**config.mk**
```make
export PLATFORM = sky130hd
export DESIGN_NAME = shared_sbox_layer_flat
export DESIGN_NICKNAME = d
export VERILOG_FILES = /design/src/rtl/shared_sbox_layer_if.sv /design/src/rtl/shared_sbox_layer.sv /design/src/flat_wrapper.sv
export SDC_FILE = /design/constraint.sdc
export NUM_CORES = 1
export LEC_CHECK = 0
export BUFFER_PORTS_ARGS = -buffer_cell sky130_fd_sc_hd__buf_4
export CORE_MARGIN = 8
export CORE_UTILIZATION = 30
export CTS_CLUSTER_SIZE = 28
export DETAILED_ROUTE_END_ITERATION = 10
export GPL_TIMING_DRIVEN = 0
export MAX_ROUTING_LAYER = met4
export SYNTH_ARGS = -nofsm -noshare
export SYNTH_HDL_FRONTEND = slang
export SYNTH_HIERARCHICAL = 1
export SYNTH_SLANG_ARGS = --single-unit
```
**constraint.sdc**
```tcl
create_clock -name clk -period 5.26 [get_ports clk]
set_input_delay 0 -clock clk [delete_from_list [all_inputs] [get_ports clk]]
set_output_delay 0 -clock clk [all_outputs]
set_load 0.02 [all_outputs]
```
**src/rtl/shared_sbox_layer_if.sv**
```systemverilog
// Bundle of the three valid/ready channels of the shared S-box F-layer.
// Input beat (two Boolean shares), fresh guard bits and output beat.
interface shared_sbox_layer_if #(
    parameter int NLANE = 16
) ();
    logic                 in_valid;
    logic                 in_ready;
    logic [4*NLANE-1:0]   in_sh0;
    logic [4*NLANE-1:0]   in_sh1;
    logic                 rnd_valid;
    logic                 rnd_ready;
    logic [2*NLANE-1:0]   rnd;
    logic                 out_valid;
    logic                 out_ready;
    logic [4*NLANE-1:0]   out_sh0;
    logic [4*NLANE-1:0]   out_sh1;

    // Producer side: drives beats and guards, consumes results.
    modport master (
        output in_valid, in_sh0, in_sh1, rnd_valid, rnd, out_ready,
        input  in_ready, rnd_ready, out_valid, out_sh0, out_sh1
    );

    // Layer side.
    modport slave (
        input  in_valid, in_sh0, in_sh1, rnd_valid, rnd, out_ready,
        output in_ready, rnd_ready, out_valid, out_sh0, out_sh1
    );
endinterface

```
**src/rtl/shared_sbox_layer.sv**
```systemverilog
// Two-share masked F-layer of the decomposed S-box, NLANE nibbles per beat.
// Unmasked: e = cd^a^1, f = b, g = c, h = bc^b^c^d.
// Stage 1 registers the 12 un-combined component bits per lane so no
// cross-component XOR happens before a register (non-completeness); the
// components are compressed into two output shares after that register.
// OUT_REG=1 adds a second register after compression.

// One lane: component register plus share compression.
module shared_sbox_lane (
    input  logic       clk,
    input  logic       rst_n,
    input  logic       i_en,
    input  logic [3:0] i_sh0,   // {d0,c0,b0,a0}
    input  logic [3:0] i_sh1,   // {d1,c1,b1,a1}
    input  logic       i_ra,
    input  logic       i_rb,
    output logic [3:0] o_sh0,   // {h,g,f,e} share 0
    output logic [3:0] o_sh1    // {h,g,f,e} share 1
);
    logic w_a0, w_b0, w_c0, w_d0;
    logic w_a1, w_b1, w_c1, w_d1;
    logic [3:0] r_e;
    logic [1:0] r_f;
    logic [1:0] r_g;
    logic [3:0] r_h;

    assign {w_d0, w_c0, w_b0, w_a0} = i_sh0;
    assign {w_d1, w_c1, w_b1, w_a1} = i_sh1;

    // Component register; each bit is a function of at most one share of
    // any variable pair, refreshed with ra (e terms) and rb (h terms).
    always_ff @(posedge clk or negedge rst_n) begin
        if (!rst_n) begin
            r_e <= '0;
            r_f <= '0;
            r_g <= '0;
            r_h <= '0;
        end else if (i_en) begin
            r_e[0] <= (w_c0 & w_d0) ^ 1'b1 ^ i_ra;
            r_e[1] <= (w_c1 & w_d1) ^ w_a0 ^ i_ra;
            r_e[2] <= (w_c0 & w_d1) ^ i_ra;
            r_e[3] <= (w_c1 & w_d0) ^ w_a1 ^ i_ra;
            r_f    <= {w_b1, w_b0};
            r_g    <= {w_c0, w_c1};            // cross-share: g0 = c1, g1 = c0
            r_h[0] <= (w_b0 & w_c0) ^ i_rb;
            r_h[1] <= (w_b0 & w_c1) ^ w_b0 ^ w_d1 ^ i_rb;
            r_h[2] <= (w_b1 & w_c0) ^ w_c0 ^ w_d0 ^ i_rb;
            r_h[3] <= (w_b1 & w_c1) ^ w_b1 ^ w_c1 ^ i_rb;
        end
    end

    // Compression reads register outputs only.
    assign o_sh0 = {r_h[0] ^ r_h[1], r_g[0], r_f[0], r_e[0] ^ r_e[1]};
    assign o_sh1 = {r_h[2] ^ r_h[3], r_g[1], r_f[1], r_e[2] ^ r_e[3]};
endmodule

module shared_sbox_layer #(
    parameter int NLANE   = 16,
    parameter bit OUT_REG = 1'b0
) (
    input  logic clk,
    input  logic rst_n,
    shared_sbox_layer_if.slave bus
);
    logic                 r_v1;
    logic                 w_s1_adv;
    logic                 w_in_ready;
    logic                 w_accept;
    logic [4*NLANE-1:0]   w_c_sh0;
    logic [4*NLANE-1:0]   w_c_sh1;

    // Stage 1 can take a beat when empty or when its content leaves now.
    // Independent of in_valid/rnd_valid so upstream never sees a loop.
    assign w_in_ready    = !r_v1 | w_s1_adv;
    assign w_accept      = bus.in_valid & bus.rnd_valid & w_in_ready;
    assign bus.in_ready  = w_in_ready;
    // Guards are only taken together with a data beat.
    assign bus.rnd_ready = bus.in_valid & w_in_ready;

    // Stage-1 occupancy: reloaded whenever the stage is free to change.
    always_ff @(posedge clk or negedge rst_n) begin
        if (!rst_n) begin
            r_v1 <= 1'b0;
        end else if (w_in_ready) begin
            r_v1 <= w_accept;
        end
    end

    for (genvar i = 0; i < NLANE; i++) begin : g_lane
        shared_sbox_lane u_lane (
            .clk   (clk),
            .rst_n (rst_n),
            .i_en  (w_accept),
            .i_sh0 (bus.in_sh0[4*i +: 4]),
            .i_sh1 (bus.in_sh1[4*i +: 4]),
            .i_ra  (bus.rnd[2*i]),
            .i_rb  (bus.rnd[2*i+1]),
            .o_sh0 (w_c_sh0[4*i +: 4]),
            .o_sh1 (w_c_sh1[4*i +: 4])
        );
    end

    if (OUT_REG) begin : g_oreg
        logic               r_v2;
        logic [4*NLANE-1:0] r_sh0;
        logic [4*NLANE-1:0] r_sh1;

        assign w_s1_adv = !r_v2 | bus.out_ready;

        // Output register: refills when empty or draining, holds on stall.
        always_ff @(posedge clk or negedge rst_n) begin
            if (!rst_n) begin
                r_v2  <= 1'b0;
                r_sh0 <= '0;
                r_sh1 <= '0;
            end else if (w_s1_adv) begin
                r_v2 <= r_v1;
                if (r_v1) begin
                    r_sh0 <= w_c_sh0;
                    r_sh1 <= w_c_sh1;
                end
            end
        end

        assign bus.out_valid = r_v2;
        assign bus.out_sh0   = r_sh0;
        assign bus.out_sh1   = r_sh1;
    end else begin : g_ocomb
        assign w_s1_adv      = bus.out_ready;
        assign bus.out_valid = r_v1;
        assign bus.out_sh0   = w_c_sh0;
        assign bus.out_sh1   = w_c_sh1;
    end
endmodule

```
**src/flat_wrapper.sv**
```systemverilog
// flat-port wrapper written by rule: the top's interface ports become plain ports
module shared_sbox_layer_flat 
#(
    parameter int NLANE   = 16,
    parameter bit OUT_REG = 1'b0
)
  (clk, rst_n, bus_in_valid, bus_in_sh0, bus_in_sh1, bus_rnd_valid, bus_rnd, bus_out_ready, bus_in_ready, bus_rnd_ready, bus_out_valid, bus_out_sh0, bus_out_sh1);
  shared_sbox_layer_if #(.NLANE(NLANE)) bus_i ();
  input  logic clk;
  input  logic rst_n;
  input wire logic [$bits(bus_i.in_valid)-1:0] bus_in_valid;
  input wire logic [$bits(bus_i.in_sh0)-1:0] bus_in_sh0;
  input wire logic [$bits(bus_i.in_sh1)-1:0] bus_in_sh1;
  input wire logic [$bits(bus_i.rnd_valid)-1:0] bus_rnd_valid;
  input wire logic [$bits(bus_i.rnd)-1:0] bus_rnd;
  input wire logic [$bits(bus_i.out_ready)-1:0] bus_out_ready;
  output wire logic [$bits(bus_i.in_ready)-1:0] bus_in_ready;
  output wire logic [$bits(bus_i.rnd_ready)-1:0] bus_rnd_ready;
  output wire logic [$bits(bus_i.out_valid)-1:0] bus_out_valid;
  output wire logic [$bits(bus_i.out_sh0)-1:0] bus_out_sh0;
  output wire logic [$bits(bus_i.out_sh1)-1:0] bus_out_sh1;
  assign bus_i.in_valid = bus_in_valid;
  assign bus_i.in_sh0 = bus_in_sh0;
  assign bus_i.in_sh1 = bus_in_sh1;
  assign bus_i.rnd_valid = bus_rnd_valid;
  assign bus_i.rnd = bus_rnd;
  assign bus_i.out_ready = bus_out_ready;
  assign bus_in_ready = bus_i.in_ready;
  assign bus_rnd_ready = bus_i.rnd_ready;
  assign bus_out_valid = bus_i.out_valid;
  assign bus_out_sh0 = bus_i.out_sh0;
  assign bus_out_sh1 = bus_i.out_sh1;
  shared_sbox_layer #(.NLANE(NLANE), .OUT_REG(OUT_REG)) u_core (.clk(clk), .rst_n(rst_n), .bus(bus_i));
endmodule
```
-- After elaboration in Yosys (flattened, before gate mapping)
Cells that the tools add are included.
Widths: inputs -> output; s select.
- input port bits: 165
- register bits: 193
- output and inout bits: 131
- reductions and logical operators: 1
- bitwise logic cells: 468
- operators with widths (operator ; number):
    $xor 1x1->1 ; 320
    $and 1x1->1 ; 131
    $not 1->1 ; 16
    $logic_not 1->1 ; 1
    $or 1x1->1 ; 1

-- Longest topological paths before layout
Gate-level depths: netlist of run 1.
- depth after elaboration: 4
- gate-level depth with buffers: 5

-- Modules after synthesis
Netlist of run 1, hierarchy kept.
- by module, submodules not included (module ; sequential area each (um^2) ; cells an instance ; instances ; area each (um^2)):
    shared_sbox_lane ; 300.3 ; 51 ; 16 ; 618.1
    shared_sbox_layer ; 25.0 ; 6 ; 1 ; 68.8

-- Worst setup path after synthesis of run 1
OpenSTA, ideal clock, no wires.
- kind: register to register
- start point: register u_core.r_v1, in the netlist u_core/bus.out_valid
- end point: register u_core.g_lane[0].u_lane.r_f[0]
- cell stages (with the launch flop): 5
- arrival time: 2.493 ns
- path buffers: 1
- setup time: 0.125 ns
- clock period less this slack: 2.618 ns
- slack: 2.642 ns
- path through: dfrtp_1 -> nand2b_4 -> nor2b_4 -> buf_2 -> mux2_2
- cells in the longest elaborated chain, start to end: 3
- ends and longest elaborated chain (what ; line ; text):
    start: declaration ; shared_sbox_layer.sv:65 ; logic r_v1;
    start signal: assignment ; shared_sbox_layer.sv:85 ; r_v1 <= w_accept;
    $logic_not 1->1 ; shared_sbox_layer.sv:74 ; assign w_in_ready = !r_v1 | w_s1_adv;
    $or 1x1->1 ; shared_sbox_layer.sv:74 ;
    via bus_in_ready ; flat_wrapper.sv:17 ; output wire logic [$bits(bus_i.in_ready)-1:0] bus_in_ready;
    $and 1x1->1 ; shared_sbox_layer.sv:75 ; assign w_accept = bus.in_valid & bus.rnd_valid & w_in_ready;
    via u_core.w_accept ; shared_sbox_layer.sv:68 ; logic w_accept;
    end signal: assignment ; shared_sbox_layer.sv:43 ; r_f <= {w_b1, w_b0};
    end: declaration ; shared_sbox_layer.sv:23 ; logic [1:0] r_f;
The timed path passes the listed nets, and every way through them passes these cells.
A chain may end at the register's enable or synchronous reset.

-- Worst setup path after layout of run 1
- start point: register u_core.r_v1, in the netlist u_core/bus.out_valid
- end point: register u_core.g_lane[8].u_lane.r_h[1]
- cells in the longest elaborated chain, start to end: 3
- ends and longest elaborated chain (what ; line ; text):
    $logic_not 1->1 ; shared_sbox_layer.sv:74 ;
    $or 1x1->1 ; shared_sbox_layer.sv:74 ;
    $and 1x1->1 ; shared_sbox_layer.sv:75 ;
    via u_core.w_accept ; shared_sbox_layer.sv:68 ;
    end signal: assignment ; shared_sbox_layer.sv:46 ; r_h[1] <= (w_b0 & w_c1) ^ w_b0 ^ w_d1 ^ i_rb;
    end: declaration ; shared_sbox_layer.sv:25 ; logic [3:0] r_h;
The timed path passes the listed nets, and every way through them passes these cells.

==> summary.md, run 1 <==
| Metric | Value |
|---|---|
| Total routed wirelength | `26860 um` |
| Hold-critical path endpoint | `u_core/g_lane[2].u_lane/r_e[1]$_DFFE_PN0P_` |
| DIE WIDTH | `between 150 and 200 um` |
| Number of DRC markers after the initial detailed-route iteration | `201` |
| Number of pins with negative max-slew slack in the final report | `0` |
| Vias post-DR | `around 7400` |
| Synthesized-area fraction occupied by ao, oa, aoi and oai cells | `1.608%` |
| Clock-pin slew on the worst setup and hold paths | `70 ps` |
| Floorplan die height | `between 150 and 200 um` |
| Remaining number of nets flagged by the antenna check after routing | `0` |
| Hold Crit Class | `in -> reg` |
| Final min period | `2100 ps` |
| Maximum vdd ir drop | `0.2043 mV` |
| Root buffer cell | `clkbuf_16` |
| Actual slew at the worst max-slew pin | `647.3 ps` |
| Buffer and inverter count on the worst path | `2` |
| Peak clock frequency supported by timing | `0.4762 GHz` |
| Quantity of gates resized following cts | `0` |
| Wire length of the first global-routing pass | `between 40000 and 50000 um` |
| Synth Area in Adders | `0%` |
| Detailed Place HPWL | `19490 um` |
| Count of synthesis-stage warnings from yosys | `6` |
| Number of global-route vias before repair | `just over 8000` |
| Most frequent standard cell in the layout excluding fill and tap cells | `buf_4` |
| Leak | `6.669 nW` |
| Mapped Nets | `~1000` |
| Boundary pin count | `296` |
| P per Cell Area | `roughly 370 nW/um^2` |
| Fraction of synthesized area in multiplexers | `19.30%` |
| Post-synthesis share of cell area spent on xor and xnor gates | `22.52%` |
| Worst-case register-to-register setup slack | `3160 ps` |
| Maximum single-stage delay on the critical path | `540 ps` |
| Pin count of the biggest net entering global routing | `roughly 110` |
| Clk Latency, worst-skew pair | `440 ps` |
| Die Outline Area | `39280 sq um` |
| Syn Std Cell Area | `9958 sq um` |
| Max Cap Violations | `0` |
| Source of the worst hold timing path | `bus_in_sh0[8]` |
| Post-Synthesis Mean Instance Area | `around 12 sq um` |
| Weighted congestion reported at the end of routability-driven placement | `0.8044` |
| Critical setup path kind | `reg -> reg` |
| FF+latch area | `approximately 4800 sq um` |
| Overall overflow remaining after global route | `0` |
| Kind of cell with the highest combined delay on the critical path | `simple AND/OR/NAND/NOR gates` |
| Maximum buffer depth of the clock tree | `2` |
| Type of origin of the critical path | `flop` |
| Total DRC errors in the routed layout | `0` |
| Number of iterations in the first detailed-routing pass | `4` |
| Ratio of final minimum period to clock period | `39.93%` |
| Wire length per cell | `15.32 um` |
| Worst setup skew after layout | `11.98 ps` |
| Clock tree from TritonCTS | `done` |
| Post-CTS Hold Buffers | `159` |
| CTS HTree Levels | `4` |
| Post-Route Setup TNS | `0 ps` |
| Number of filler instances in the final layout | `3007` |
| Critical R2R Launch | `u_core/bus.out_valid$_DFFE_PN0P_` |
| Unrepaired setup endpoints after global routing | `no` |
| Most frequent cells in the layout | `294 x buf_4, 193 x dfrtp_1, 159 x dlygate4sd3_1` |
| Share of the yosys chip area belonging to registers | `roughly half` |
| R2R cell count | `5` |
| Total area of multi-input combinational cells | `5049 sq um` |
| Element type at the critical path end | `flop` |
| Number of instances in the synthesized netlist | `822` |
| Number of antenna violations at the first check in global routing | `0` |
| IO buf count | `295` |
| Reg2Reg Capture Point | `u_core/g_lane[8].u_lane/r_h[1]$_DFFE_PN0P_` |
| CP Max Fanout | `23` |
| Register bit total from synthesis | `193` |
| Global router's overall resource usage | `14.20%` |
| Slowest CP cell | `nor2b_4` |
| Data required time at the worst endpoint | `5570 ps` |
| Starting utilization of the core area | `30.53%` |
| Count of buffers added by post-CTS timing repair for setup | `0` |
| Basic-gate share of the synthesized area counting and, or, nand and nor cells | `under 10%` |
| Number of core rows | `66` |
| Finished Core Util | `approximately 46%` |
| Post-synthesis cell type count | `13` |
| Dominant combinational cell family by area after synthesis | `XOR/XNOR gates` |
| Critical path data arrival time | `2410 ps` |
| Ordered list of cells on the worst path | `nand2b_4 > nor2b_4 > buf_12 > buf_2 > mux2_2` |
| Average vias per placed instance | `4.211` |
| Proportion of layout cells with a drive suffix above 1 | `just under 40%` |
| Layout area overhead | `50.92%` |
| Cell depth of the worst min-delay path | `4` |
| TritonCTS buffer count | `17` |
| Std-Cell Core Area | `around 33000 sq um` |
| Relative max-transition margin | `~57%` |
| Run status | `finished clean` |
| Final number of setup-violating endpoints | `0` |
| Count of endpoints failing hold in the final timing report | `0` |
| Total number of nets in the final design | `roughly 1500` |
| Sinks on Clock Net | `approximately 190` |
routing by layer:
| layer | share of wire [%] | global-route usage [%] |
|---|---|---|
| met5 | 0 | - |
| met3 | 7.0 | 4.414 |
| met2 | 49 | 22.97 |
| met4 | 1.8 | 4.729 |
| met1 | 43 | 16.64 |
registers in the layout (all words and copies together) (netlist names):
name and flops:
u_core/g_lane.u_lane/r_f 32, u_core/g_lane.u_lane/r_e 64, u_core/bus.out_valid 1, u_core/g_lane.u_lane/r_g 32, u_core/g_lane.u_lane/r_h 64
Yosys cell counts:
cell type	number	area, sq um
nor2b_4	1	13.76
a21oi_1	32	160.2
dfrtp_1	193	4830
mux2_2	128	1441
nor2_1	48	180.2
nand2_1	82	307.8
and2_4	1	8.760
mux2_4	32	480.5
nor2b_1	32	200.2
xor2_1	144	1261
nand2b_4	1	13.76
xnor2_1	112	980.9
buf_2	16	80.08
per-stage QoR:
stage	hold slack, ps	power (mW)	setup slack (ps)	cell area (sq um)	cells
4_1_cts	0.6299	5.612	3114	15030	1753
3_5_place_dp	24.04	4.097	3130	12830	1563
5_1_grt	17.98	5.832	3036	15030	1753
3_3_place_gp	253.4	4.061	1715	12730	1559
6_report	29.01	5.504	3160	15030	1754
2_1_floorplan	-295.6	3.148	2642	9958	822
kinds of logic after synthesis:
| group | count (synthesis) |
|---|---|
| xor+xnor | 256 |
| flops | 193 |
| simple gates | 165 |
| mux | 160 |
| compound gates | 32 |
| buf+inv | 16 |
worst min-delay path, cell delays in order:
cell,delay (ps)
buf_4,80
xor2_1,60
xnor2_1,160
mux2_4,140
power breakdown:
| part | total, mW | internal [mW] | switching, mW |
|---|---|---|---|
| clock network | 1.36 | 0.776 | 0.581 |
| logic | 2.12 | 1.07 | 1.05 |
| registers | 2.03 | 1.82 | 0.209 |
| total | 5.50 | 3.66 | 1.84 |
worst max-delay path by stage:
stage	cells after the start	slack [ps]	to	from
after floorplan	4	2640	u_core/g_lane[0].u_lane/r_f[0]$_DFFE_PN0P_	u_core/bus.out_valid$_DFFE_PN0P_
after global placement	4	1710	u_core/g_lane[3].u_lane/r_e[0]$_DFFE_PN0P_	u_core/bus.out_valid$_DFFE_PN0P_
after detailed placement	5	3130	u_core/g_lane[7].u_lane/r_e[0]$_DFFE_PN0P_	u_core/bus.out_valid$_DFFE_PN0P_
after CTS	5	3110	u_core/g_lane[8].u_lane/r_h[1]$_DFFE_PN0P_	u_core/bus.out_valid$_DFFE_PN0P_
after global routing	5	3040	u_core/g_lane[1].u_lane/r_h[2]$_DFFE_PN0P_	u_core/bus.out_valid$_DFFE_PN0P_
final	5	3160	u_core/g_lane[8].u_lane/r_h[1]$_DFFE_PN0P_	u_core/bus.out_valid$_DFFE_PN0P_
cell type report:
type,instances,share of cell area [%]
Multi-Input combinational cell,613,33.59
Antenna cell,1,0.01665
Sequential cell,193,32.13
Clock buffer,20,3.039
Buffer,16,0.5328
Tap cell,442,3.680
Clock inverter,11,0.9990
Timing Repair Buffer,458,26.01
Note: power is estimated with default switching activity, not from simulation.
==> run 2: changes to the inputs <==
clock period = 2.2 ns   (was 5.26 ns; I/O delays follow)
==> run 2 against run 1 <==
  * First-iteration DRC count decreased by 23%
  * Sequential cell count unchanged
  * Final area decreased by 1.0%
  * Via count decreased by 1.0%
  * Sequential share of layout area increased by 0.34 points
  * Register-to-register slack got worse by 2900 ps
  * Clock power increased by 130%
  * Worst hold slack got worse by 4.5 ps
  * Clock skew decreased by 2.7 ps
  * Count of clock-buffer cells in the layout decreased by 1
  * Power increased by 140%
  * Routed wire length decreased by 2.0%
  * Critical endpoint is now u_core/g_lane[4].u_lane/r_h[1]$_DFFE_PN0P_
==> summary.md, run 2 (synthesized netlist as in run 1, its figures left out) <==
| Metric | Value |
|---|---|
| Run status | `finished clean` |
| Pin count of the biggest net entering global routing | `101 (-11%)` |
| Element type at the critical path end | `flop` |
| Boundary pin count | `296 (unchanged)` |
| CTS HTree Levels | `4 (unchanged)` |
| Number of antenna violations at the first check in global routing | `0 (unchanged)` |
| Proportion of layout cells with a drive suffix above 1 | `39.51% (+0.76 points)` |
| Maximum buffer depth of the clock tree | `2 (unchanged)` |
| Clock-pin slew on the worst setup and hold paths | `70 ps (about the same)` |
| P per Cell Area | `878.6 nW/um^2 (+140%)` |
| Clock tree from TritonCTS | `done` |
| Worst setup skew after layout | `9.249 ps (-2.731 ps)` |
| Vias post-DR | `7309 (-1.0%)` |
| Root buffer cell | `clkbuf_16` |
| IO buf count | `295 (unchanged)` |
| Relative max-transition margin | `49.57% (-7.3 points)` |
| Area after detailed placement | `12850 sq um (+0.18%)` |
| Worst-case register-to-register setup slack | `290 ps (-2870 ps)` |
| Critical R2R Launch | `u_core/bus.out_valid$_DFFE_PN0P_` |
| Crit. Startpoint | `u_core/bus.out_valid$_DFFE_PN0P_` |
| Data required time at the worst endpoint | `2520 ps (-3050 ps)` |
| Floorplan die height | `198.2 um (unchanged)` |
| CP Max Fanout | `31 (+35%)` |
| Overall overflow remaining after global route | `0 (unchanged)` |
| Total number of nets in the final design | `1448 (-1.1%)` |
| Quantity of gates resized following cts | `0 (unchanged)` |
| Number of filler instances in the final layout | `3040 (+1.1%)` |
| Final number of setup-violating endpoints | `0 (unchanged)` |
| Max Cap Violations | `0 (unchanged)` |
| Finished Core Util | `45.61% (-0.47 points)` |
| Diode insertion count for antenna repair | `0 (-1)` |
| Actual slew at the worst max-slew pin | `756.4 ps (+109.0 ps)` |
| Global router's overall resource usage | `13.99% (-0.22 points)` |
| TritonCTS buffer count | `17 (unchanged)` |
| Final min period | `1906 ps (-194.6 ps)` |
| Total routed wirelength | `26320 um (-2.0%)` |
| Die Outline Area | `39280 sq um (unchanged)` |
| DIE WIDTH | `198.2 um (unchanged)` |
| Most frequent cells in the layout | `295 x buf_4, 192 x dfrtp_1, 144 x xor2_1` |
| Wire length of the first global-routing pass | `42680 um (-1.7%)` |
| Instance count after placement with tap cells included | `1563 (unchanged)` |
| Most frequent standard cell in the layout excluding fill and tap cells | `buf_4` |
| Average vias per placed instance | `4.205 (-0.13%)` |
| Post-Layout Cell Count | `1738 (-0.91%)` |
| Reg2Reg Capture Point | `u_core/g_lane[4].u_lane/r_h[1]$_DFFE_PN0P_` |
| Ratio of final minimum period to clock period | `86.61% (+47 points)` |
| Weighted congestion reported at the end of routability-driven placement | `0.7714 (-4.1%)` |
| Starting utilization of the core area | `30.53% (unchanged)` |
| Type of origin of the critical path | `flop` |
| Layout area overhead | `49.39%` |
| Sinks on Clock Net | `193 (unchanged)` |
| Maximum vdd ir drop | `0.5116 mV (+150%)` |
| Hold Crit Class | `in -> reg` |
| Unrepaired setup endpoints after global routing | `no` |
| Std-Cell Core Area | `32620 sq um (unchanged)` |
| Leading registers by flop count | `u_core/g_lane.u_lane/r_e (64), u_core/g_lane.u_lane/r_h (64)` |
| End point of the critical path | `u_core/g_lane[4].u_lane/r_h[1]$_DFFE_PN0P_` |
| Critical path data arrival time | `2230 ps (-180 ps)` |
| Number of global-route vias before repair | `8168 (-1.1%)` |
| Number of iterations in the first detailed-routing pass | `4 (unchanged)` |
| Number of pins with negative max-slew slack in the final report | `0 (unchanged)` |
| Detailed Place HPWL | `19290 um (-1.0%)` |
| Critical setup path kind | `reg -> reg` |
| Wire length per cell | `15.14 um (-1.1%)` |
| Source of the worst hold timing path | `bus_in_sh0[27]` |
| R2R cell count | `6 (+1)` |
| Clk Latency, worst-skew pair | `440 ps (about the same)` |
| Number of core rows | `66 (unchanged)` |
| Worst hold-check slack | `24.48 ps (-4.526 ps)` |
| Count of endpoints failing hold in the final timing report | `0 (unchanged)` |
| Number of DRC markers after the initial detailed-route iteration | `155 (-23%)` |
| Total power | `13.07 mW (+140%)` |
| Cell area after layout | `14880 sq um (-1.0%)` |
| Remaining number of nets flagged by the antenna check after routing | `0 (unchanged)` |
| Leak | `6.620 nW (-0.74%)` |
| Peak clock frequency supported by timing | `0.5248 GHz (+10%)` |
| Total DRC errors in the routed layout | `0 (unchanged)` |
==> run 2: changes by cell type in the layout (fill, tap and decap cells not counted), sizes merged <==
cell	change
dlygate4sd3	-17
bufinv	-2
clkbuf	-1
clkinv	+3
buf	+1
clkinvlp	-2
diode	-1
inv	+3
==> run 2: timing repair <==
item                                    CTS  global route
hold endpoints to repair                258             0
setup buffers                             1             0
endpoints found under the setup margin   45             0
hold buffers                            142             0
==> run 2: area by class of cell <==
cell class	count	area [sq um]	area share (%)
Sequential cell	193	4831	32.47
Multi-Input combinational cell	613	5064	34.04
Clock buffer	19	452.9	3.045
Timing Repair Buffer	442	3746	25.18
Buffer	16	86.33	0.5803
Clock inverter	13	143.9	0.9672
Tap cell	442	553.0	3.717
==> run 2: worst min path at each step <==
| stage | end | slack [ps] | cells after the start |
|---|---|---|---|
| CTS | u_core/g_lane[1].u_lane/r_e[1]$_DFFE_PN0P_ | 0.3 | 4 |
| detailed placement | u_core/g_lane[8].u_lane/r_h[1]$_DFFE_PN0P_ | 70 | 1 |
| global placement | u_core/g_lane[4].u_lane/r_f[0]$_DFFE_PN0P_ | 250 | 2 |
| finish | u_core/g_lane[6].u_lane/r_e[3]$_DFFE_PN0P_ | 20 | 4 |
| floorplan | u_core/bus.out_valid$_DFFE_PN0P_ | -300 | 0 |
| global route | u_core/g_lane[1].u_lane/r_e[1]$_DFFE_PN0P_ | 7 | 4 |
==> run 2: through the flow <==
| stage | TNS (ps) | setup slack, ps |
|---|---|---|
| after floorplan | -45960 | -397.6 |
| after global placement | -279210 | -1348 |
| after detailed placement | -3134 | -110.2 |
| after CTS | 0 | 295.3 |
| after global routing | 0 | 202.0 |
| final | 0 | 294.5 |
==> run 2: per-layer routing <==
metal	track usage [%]	wire, um	vias up
li1	-	-	3603
met1	16.21	11210	3514
met2	23.23	13040	180
met3	4.822	1815	12
met4	3.042	249	0
met5	-	0	-
==> run 2: where the power goes <==
part / switching [mW] / internal [mW]
clock: 1.51 / 1.67
combinational: 2.49 / 2.56
sequential: 0.503 / 4.34
==> run 2: critical path: stages (launching register included) <==
cell      delay [ps]
dfrtp_2          430
nand2b_4          90
nor2b_4          180
buf_12           190
buf_12           220
buf_2            290
mux2_2           360
